[src/rtl/gpr_wb_arbiter_pkg.sv]
// Shared constants for the GPR writeback arbiter: arbitration modes, source IDs
// and the rotation start helper used by the grant logic.
package gpr_wb_arbiter_pkg;

  localparam int WB_ARB_FIXED = 0;
  localparam int WB_ARB_RR    = 1;
  localparam int SRC_IDX_W    = 3;

  typedef enum logic [SRC_IDX_W-1:0] {
    WB_SRC_ALU  = 3'd0,
    WB_SRC_DMEM = 3'd1,
    WB_SRC_IMM  = 3'd2,
    WB_SRC_MDU  = 3'd3
  } wb_src_e;

  // First index examined by the grant search; fixed priority always starts at 0.
  function automatic int rr_start(input int ptr, input int num, input int mode);
    if (mode != WB_ARB_RR) begin
      return 0;
    end else if (ptr + 1 >= num) begin
      return 0;
    end else begin
      return ptr + 1;
    end
  endfunction

endpackage

[src/rtl/gpr_wb_arbiter_rr.sv]
// Combinational grant selector: picks the held request closest (in rotation
// order) to the search start; one-hot grant plus encoded index.
module gpr_wb_arbiter_rr
  import gpr_wb_arbiter_pkg::*;
#(
  parameter int NUM_SRC  = 4,
  parameter int ARB_MODE = WB_ARB_FIXED
) (
  input  logic [NUM_SRC-1:0]   req_i,
  input  logic [SRC_IDX_W-1:0] rr_ptr_i,
  output logic [NUM_SRC-1:0]   gnt_o,
  output logic [SRC_IDX_W-1:0] gnt_idx_o,
  output logic                 gnt_valid_o
);

  int   start_s;
  int   dist_s;
  int   best_s;
  int   win_s;
  logic take_s;

  always_comb begin
    start_s = rr_start(int'(rr_ptr_i), NUM_SRC, ARB_MODE);
    best_s  = NUM_SRC;
    win_s   = NUM_SRC;
    dist_s  = 0;
    take_s  = 1'b0;
    gnt_o   = '0;
    for (int i = 0; i < NUM_SRC; i++) begin
      dist_s = (i >= start_s) ? (i - start_s) : (i + NUM_SRC - start_s);
      take_s = req_i[i] && (dist_s < best_s);
      best_s = take_s ? dist_s : best_s;
      win_s  = take_s ? i : win_s;
    end
    for (int i = 0; i < NUM_SRC; i++) begin
      gnt_o[i] = (i == win_s);
    end
    gnt_valid_o = (win_s < NUM_SRC);
    gnt_idx_o   = (win_s < NUM_SRC) ? SRC_IDX_W'(win_s) : {SRC_IDX_W{1'b0}};
  end

endmodule

[src/rtl/gpr_wb_arbiter.sv]
// Merges NUM_SRC writeback producers onto the single GPR write port through
// 1-entry holding slots, with a registered write port and a hazard query.
module gpr_wb_arbiter
  import gpr_wb_arbiter_pkg::*;
#(
  parameter int DATA_W   = 32,
  parameter int ADDR_W   = 5,
  parameter int NUM_SRC  = 4,
  parameter int ARB_MODE = WB_ARB_FIXED
) (
  input  logic                        clk,
  input  logic                        rst,
  input  logic [NUM_SRC-1:0]          src_valid,
  output logic [NUM_SRC-1:0]          src_ready,
  input  logic [NUM_SRC*ADDR_W-1:0]   src_addr,
  input  logic [NUM_SRC*DATA_W-1:0]   src_data,
  output logic                        rf_we,
  output logic [ADDR_W-1:0]           rf_waddr,
  output logic [DATA_W-1:0]           rf_wdata,
  output logic [SRC_IDX_W-1:0]        rf_wsrc,
  output logic                        busy,
  input  logic [ADDR_W-1:0]           q_addr,
  output logic                        q_pending
);

  logic [NUM_SRC-1:0]   held_q, held_d;
  logic [ADDR_W-1:0]    slot_addr_q [NUM_SRC];
  logic [ADDR_W-1:0]    slot_addr_d [NUM_SRC];
  logic [DATA_W-1:0]    slot_data_q [NUM_SRC];
  logic [DATA_W-1:0]    slot_data_d [NUM_SRC];
  logic [SRC_IDX_W-1:0] rr_ptr_q, rr_ptr_d;
  logic                 rf_we_q, rf_we_d;
  logic [ADDR_W-1:0]    rf_waddr_q, rf_waddr_d;
  logic [DATA_W-1:0]    rf_wdata_q, rf_wdata_d;
  logic [SRC_IDX_W-1:0] rf_wsrc_q, rf_wsrc_d;

  logic [NUM_SRC-1:0]   gnt_s;
  logic [SRC_IDX_W-1:0] gnt_idx_s;
  logic                 gnt_valid_s;
  logic [NUM_SRC-1:0]   accept_s;
  logic [ADDR_W-1:0]    sel_addr_s;
  logic [DATA_W-1:0]    sel_data_s;
  logic                 hit_s;

  gpr_wb_arbiter_rr #(
    .NUM_SRC  (NUM_SRC),
    .ARB_MODE (ARB_MODE)
  ) u_arb (
    .req_i       (held_q),
    .rr_ptr_i    (rr_ptr_q),
    .gnt_o       (gnt_s),
    .gnt_idx_o   (gnt_idx_s),
    .gnt_valid_o (gnt_valid_s)
  );

  // A slot being drained by this cycle's grant can be refilled in the same cycle.
  assign src_ready = rst ? {NUM_SRC{1'b0}} : (~held_q | gnt_s);
  assign accept_s  = src_valid & src_ready;

  always_comb begin
    held_d     = held_q;
    sel_addr_s = '0;
    sel_data_s = '0;
    for (int i = 0; i < NUM_SRC; i++) begin
      sel_addr_s     = sel_addr_s | (gnt_s[i] ? slot_addr_q[i] : {ADDR_W{1'b0}});
      sel_data_s     = sel_data_s | (gnt_s[i] ? slot_data_q[i] : {DATA_W{1'b0}});
      // Writes to r0 are handshaken but never become held.
      held_d[i]      = accept_s[i] ? (src_addr[i*ADDR_W +: ADDR_W] != {ADDR_W{1'b0}})
                                   : (held_q[i] & ~gnt_s[i]);
      slot_addr_d[i] = accept_s[i] ? src_addr[i*ADDR_W +: ADDR_W] : slot_addr_q[i];
      slot_data_d[i] = accept_s[i] ? src_data[i*DATA_W +: DATA_W] : slot_data_q[i];
    end
    rf_we_d    = gnt_valid_s;
    rf_waddr_d = gnt_valid_s ? sel_addr_s : rf_waddr_q;
    rf_wdata_d = gnt_valid_s ? sel_data_s : rf_wdata_q;
    rf_wsrc_d  = gnt_valid_s ? gnt_idx_s  : rf_wsrc_q;
    rr_ptr_d   = gnt_valid_s ? gnt_idx_s  : rr_ptr_q;
  end

  always_ff @(posedge clk) begin
    if (rst) begin
      held_q     <= {NUM_SRC{1'b0}};
      rr_ptr_q   <= SRC_IDX_W'(NUM_SRC - 1);
      rf_we_q    <= 1'b0;
      rf_waddr_q <= {ADDR_W{1'b0}};
      rf_wdata_q <= {DATA_W{1'b0}};
      rf_wsrc_q  <= {SRC_IDX_W{1'b0}};
    end else begin
      held_q     <= held_d;
      rr_ptr_q   <= rr_ptr_d;
      rf_we_q    <= rf_we_d;
      rf_waddr_q <= rf_waddr_d;
      rf_wdata_q <= rf_wdata_d;
      rf_wsrc_q  <= rf_wsrc_d;
    end
  end

  // Slot payload is qualified by held_q, so it needs no reset.
  always_ff @(posedge clk) begin
    slot_addr_q <= slot_addr_d;
    slot_data_q <= slot_data_d;
  end

  always_comb begin
    hit_s = rf_we_q && (rf_waddr_q == q_addr);
    for (int i = 0; i < NUM_SRC; i++) begin
      hit_s = hit_s | (held_q[i] & (slot_addr_q[i] == q_addr));
    end
  end

  assign q_pending = (q_addr != {ADDR_W{1'b0}}) & hit_s;
  assign busy      = (|held_q) | rf_we_q;
  assign rf_we     = rf_we_q;
  assign rf_waddr  = rf_waddr_q;
  assign rf_wdata  = rf_wdata_q;
  assign rf_wsrc   = rf_wsrc_q;

endmodule

[config.mk]
export PLATFORM = sky130hd
export DESIGN_NAME = gpr_wb_arbiter
export DESIGN_NICKNAME = d
export VERILOG_FILES = /design/src/rtl/gpr_wb_arbiter_pkg.sv /design/src/rtl/gpr_wb_arbiter_rr.sv /design/src/rtl/gpr_wb_arbiter.sv
export SDC_FILE = /design/constraint.sdc
export NUM_CORES = 1
export LEC_CHECK = 0
export ABC_AREA = 1
export CAP_MARGIN = 0
export CORE_AREA = 2 2 125 127
export DETAILED_ROUTE_END_ITERATION = 10
export DIE_AREA = 0 0 127 129
export GPL_TIMING_DRIVEN = 0
export PLACE_DENSITY = 0.82
export SLEW_MARGIN = 10
export SYNTH_ARGS = -nofsm -noshare
export SYNTH_HDL_FRONTEND = slang
export SYNTH_SLANG_ARGS = --single-unit
[constraint.sdc]
create_clock -name clk -period 13.4 [get_ports clk]
set_clock_uncertainty 0.05 [all_clocks]
set_input_delay 2.68 -clock clk [delete_from_list [all_inputs] [get_ports clk]]
set_output_delay 2.68 -clock clk [all_outputs]
set_load 0.01 [all_outputs]
==> results of run 1 <==
==> layout by cell type (no fill, tap or decap), drive strengths merged, types with 3 or more instances in the layout <==
cell,n
clkinv,4
clkdlybuf4s50,202
o21ai,11
clkbuf,33
nand3,10
nand2,220
a21oi,41
a31oi,33
bufinv,3
inv,37
nor3,6
dfxtp,45
nor2,44
o22ai,4
edfxtp,148
buf,24
o21bai,4
==> layout make-up <==
class,instances,share of cell area
Sequential cell,193,0.516
Timing Repair Buffer,212,0.206
Multi-Input combinational cell,382,0.168
Clock buffer,24,0.0466
Tap cell,188,0.0227
Buffer,23,0.0150
Inverter,36,0.0130
Clock inverter,8,0.0122
==> sequential cells by signal (all words and copies together), names as in the netlist <==
register	count
rf_we	1
slot_data_q	128
rf_wsrc	3
rf_waddr	5
rf_wdata	32
held_q	4
slot_addr_q	20
==> critical path, cell delays in order <==
cell and delay [ps]:
clkdlybuf4s50_1 590, inv_1 190, nand2_1 90, o21ai_0 80
nor2_1 110, nand3_1 90, nand2_1 80, nor2_1 50
nor2_1 80, clkdlybuf4s50_1 540
==> worst paths after layout <==
path	start	to	slack, ps
setup / recovery	q_addr[4]	q_pending	6100
hold / removal	rf_wsrc[2]$_SDFFE_PP0N_	rf_wsrc[2]$_SDFFE_PP0N_	410
setup reg to reg	held_q[3]$_SDFF_PP0_	slot_data_q[18]$_DFFE_PP_	11080
hold reg to reg	rf_wsrc[2]$_SDFFE_PP0N_	rf_wsrc[2]$_SDFFE_PP0N_	410
==> power by group through the flow <==
stage | combinational, mW | clock [mW] | sequential [mW]
after floorplan | 0.0601 | 0 | 0.713
after global placement | 0.157 | 0 | 0.712
after detailed placement | 0.165 | 0 | 0.711
after CTS | 0.166 | 0.526 | 0.698
after global routing | 0.179 | 0.552 | 0.701
final | 0.165 | 0.521 | 0.698
==> metal layers <==
layer | share of wire | vias to the layer above | track usage
li1 | - | 2641 | -
met1 | 0.38 | 2544 | 0.293
met2 | 0.51 | 335 | 0.421
met3 | 0.087 | 32 | 0.0719
met4 | 0.020 | 0 | 0.0814
met5 | 0 | - | 0
==> stage by stage <==
stage | std cells | hold slack, ps | util | instance area, µm² | power [mW]
5_1_grt | 1066 | 425 | 0.692 | 10400 | 1.43
6_report | 1066 | 408 | 0.692 | 10400 | 1.38
3_3_place_gp | 1024 | 401 | 0.642 | 9620 | 0.869
3_5_place_dp | 1034 | 399 | 0.652 | 9760 | 0.876
4_1_cts | 1066 | 410 | 0.692 | 10400 | 1.39
2_1_floorplan | 634 | 420 | - | 7360 | 0.773
==> cells by family (layout without fill, tap and decap cells) <==
group	after synthesis	after routing
buffers and inverters	59	303
AOI/OAI and AO/OA	95	95
and+or+nand+nor	285	285
xor gates and xnor gates	2	2
DFF	193	193
==> out/results.ini, run 1 <==
[status]
status=finished clean

[routing]
routed_wirelength_um=19400
drc=0
drt_iter0_markers=411
vias=5552
wl_per_cell_um=18.2
drtAntennaViolNets=0
via_per_inst=5.21
drt-pass1-iter-count=7

[run]
cap_violations=0

[logic_synthesis]
synth_simple_gate_area_frac=0.159
synth_compound_area_frac=0.0732
synth.distinct_cells=28
yosysWarnings=0
synth_top_area_frac=0.604
yosysMostFrequentCell=nand2_1
yosysSeqAreaShare=0.726
synthMuxAreaShare=0
synth_adder_area_share=0
ys_top_cells_by_count=218 x nand2_1, 148 x edfxtp_1, 45 x dfxtp_1
syn_nets=793
synth_edf_count=148
synth.avg_cell_area_um2=11.6
synthXorXnorAreaFrac=0.00238
netlist_instances=634
ys_seq_elements=193
netlist_area_um2=7360
synthArstFlopShare=0
synth_top_flop_cell=edfxtp_1
synth_top_family_by_area=simple AND/OR/NAND/NOR gates
synth_top_cells_by_area=edfxtp_1 60%, dfxtp_1 12%, nand2_1 11%
synth_top_cell_by_area=edfxtp_1

[sta]
slew-limit-headroom=0.568
fin_ws_ps=6100
fin_crit_sh=0.545
worstMarginPinSlew_ps=649
fmax_mhz=137
fin_tns_setup_ps=0
drv_slew=0
min_period_ps=7300
setup_viol=0
rsz0062_at_grt=false
hold_viol=0

[grt]
grt_pass1_vias=5577
grt_pass1_wl_um=29400
grt_max_degree=29
overflow=0
track_usage=0.243
antenna_found_initial=0

[clock_tree]
cts_sinks=193
cts_setup_buffers=0
cts-htree-levels=4
cts_buffer_depth=2
cts_tree=built
cts_buffers=17
cts_hold_buf=0
clkSlewWorstSetupHoldPaths_ps=60
root_buffer=clkbuf_16
clock_latency_ps=420
cts-resized-gates=0

[floorplanning]
num_rows=45
pin_count=206
die_x_um=127
die_y_um=129
initial_utilization=0.492
core_area_um2=15000
die-area_um2=16400

[power]
p_int_mw=1.08
peakVddDrop_mv=0.0901
p_seq_frac=0.505
p_comb_frac=0.119
p_leak_nw=3.93
power.net_switching_uw=304
swShare=0.219
p_clk_frac=0.376
power_density_nw_per_um2=134

[finish]
layout-drive-gt1-share=0.0774
fill_cells=1063
nNetsFinal=1024
seqCellArea_um2=5350
antenna-diode-count=0
areaGrowthSynthToFinish_pct=40.8
multi_input_area_um2=1750

[worst_hold_path]
hp-class=reg -> reg
hold_depth=2

[setup_path]
end_kind=primary output
reg2reg_depth=6
critPathKind=in -> out
crit_path_start_kind=primary input
cp_data_arrival_time_ps=4570
path_max_fanout=8
cp.required_ps=10670

[placed_design]
port_buffers=202
place_congestion=0.911
place_hpwl_um=14100
place_ws_ps=6150

No activity file was read; power rests on OpenSTA's default activity.
==> run 2, diff against run 1 <==
Settings changed: CORE_AREA 2 2 125 127 to 2 2 127 129, DIE_AREA 0 0 127 129 to 0 0 129 131, PLACE_DENSITY 0.82 to 0.79.
Clock period 13.4 ns to 7.37 ns, I/O delays scaled along.
==> out/results.ini, run 2 (synthesis results as in run 1) <==
[clock_tree]
cts_tree=built
clock_latency_ps=420
clkSlewWorstSetupHoldPaths_ps=70
cts_buffer_depth=2
cts-resized-gates=0
cts_sinks=193
cts_hold_buf=0
cts_buffers=17
cts-htree-levels=4
cts_setup_buffers=0
root_buffer=clkbuf_16

[finish]
layout-drive-gt1-share=0.0809
largest_register_ffs=128
largest_register=slot_data_q
areaGrowthSynthToFinish_pct=40.9
multi_input_area_um2=1750
seqCellArea_um2=5350
nNetsFinal=1024
final_util=0.665
final_cell_mix=218 x nand2_1, 202 x clkdlybuf4s50_1, 148 x edfxtp_1, 45 x dfxtp_1, 41 x a21oi_1
layout.cells.most_common=nand2_1
antenna-diode-count=0
fill_cells=1175

[sta]
fmax_mhz=206
worstMarginPinSlew_ps=696
drv_slew=0
rsz0062_at_grt=false
setup_viol=0
fin_crit_sh=0.658
fin_tns_setup_ps=0
min_period_ps=4850
hold_viol=0
slew-limit-headroom=0.534

[routing]
vias=5405
routed_wirelength_um=19000
drt-pass1-iter-count=5
drc=0
drtAntennaViolNets=0
via_per_inst=4.94
drt_iter0_markers=350
wl_per_cell_um=17.4

[grt]
grt_pass1_wl_um=28600
grt_pass1_vias=5458
track_usage=0.230
overflow=0
grt_max_degree=29
antenna_found_initial=0

[power]
power_density_nw_per_um2=239
power_mw=2.48
p_leak_nw=3.92
peakVddDrop_mv=0.161

[setup_path]
r2r_setup_slack_ps=4800
path_max_fanout=6
critPathKind=in -> out
r2r_start=held_q[3]$_SDFF_PP0_
cp.required_ps=5850
crit_path_start_kind=primary input
reg2reg_depth=7
r2r_end=slot_data_q[4]$_DFFE_PP_
cp_data_arrival_time_ps=3330
end_kind=primary output

[placed_design]
place_congestion=0.892
place_hpwl_um=13900
port_buffers=202

[floorplanning]
initial_utilization=0.472
core_area_um2=15600
die_x_um=129
die-area_um2=16900
num_rows=46
pin_count=206
die_y_um=131

[worst_hold_path]
min_to=rf_wsrc[2]$_SDFFE_PP0N_
min_from=rf_wsrc[2]$_SDFFE_PP0N_
hp-class=reg -> reg
hold_depth=2

[run]
cap_violations=0

[status]
status=finished clean

[run 2: how the worst max path moves through the flow]
| stage | slack (ps) | cells past startpoint | startpoint | to |
|---|---|---|---|---|
| after global routing | 2380 | 10 | q_addr[0] | q_pending |
| after CTS | 2540 | 10 | q_addr[3] | q_pending |
| after floorplan | 2400 | 2 | rst | slot_addr_q[0]$_DFFE_PP_ |
| final | 2520 | 10 | q_addr[3] | q_pending |
| after global placement | 50 | 2 | src_valid[2] | slot_data_q[38]$_DFFE_PP_ |
| after detailed placement | 2550 | 10 | q_addr[3] | q_pending |
[run 2: cell type report]
cell class                      count  area share
Inverter                           36      0.0130
Clock inverter                     11      0.0124
Sequential cell                   193       0.515
Clock buffer                       21      0.0444
Buffer                             23      0.0150
Multi-Input combinational cell    382       0.168
Tap cell                          216      0.0260
Timing Repair Buffer              212       0.206
[run 2: power by group]
part	switching, mW	internal [mW]
logic	0.139	0.159
clock network	0.394	0.522
registers	0.0289	1.24
total	0.562	1.92
[run 2: per-layer routing]
layer  track usage  vias up  wire length, µm  share of wire
met5             0        -                0              0
met4        0.0614        0              315          0.017
met3        0.0676       20             1290          0.068
met2         0.397      197             9620           0.51
met1         0.284     2545             7800           0.41
li1              -     2643                -              -
[run 2: worst max-delay path, stage by stage]
cell and delay (ps):
clkdlybuf4s50_1 620, inv_1 160, nand2_1 90, nand2_1 50, nor2_1 100, nand3_1 90, nand3_1 90, nor2_1 40
nor2_1 70, clkdlybuf4s50_1 540
[run 2: metrics by stage]
step	instance area, µm²	instances	hold slack, ps	setup WS [ps]
after detailed placement	9790	1062	400	2550
after floorplan	7360	634	420	2400
after global placement	9660	1052	399	50.6
final	10400	1094	414	2520
after global routing	10400	1094	447	2380
after CTS	10400	1094	412	2540
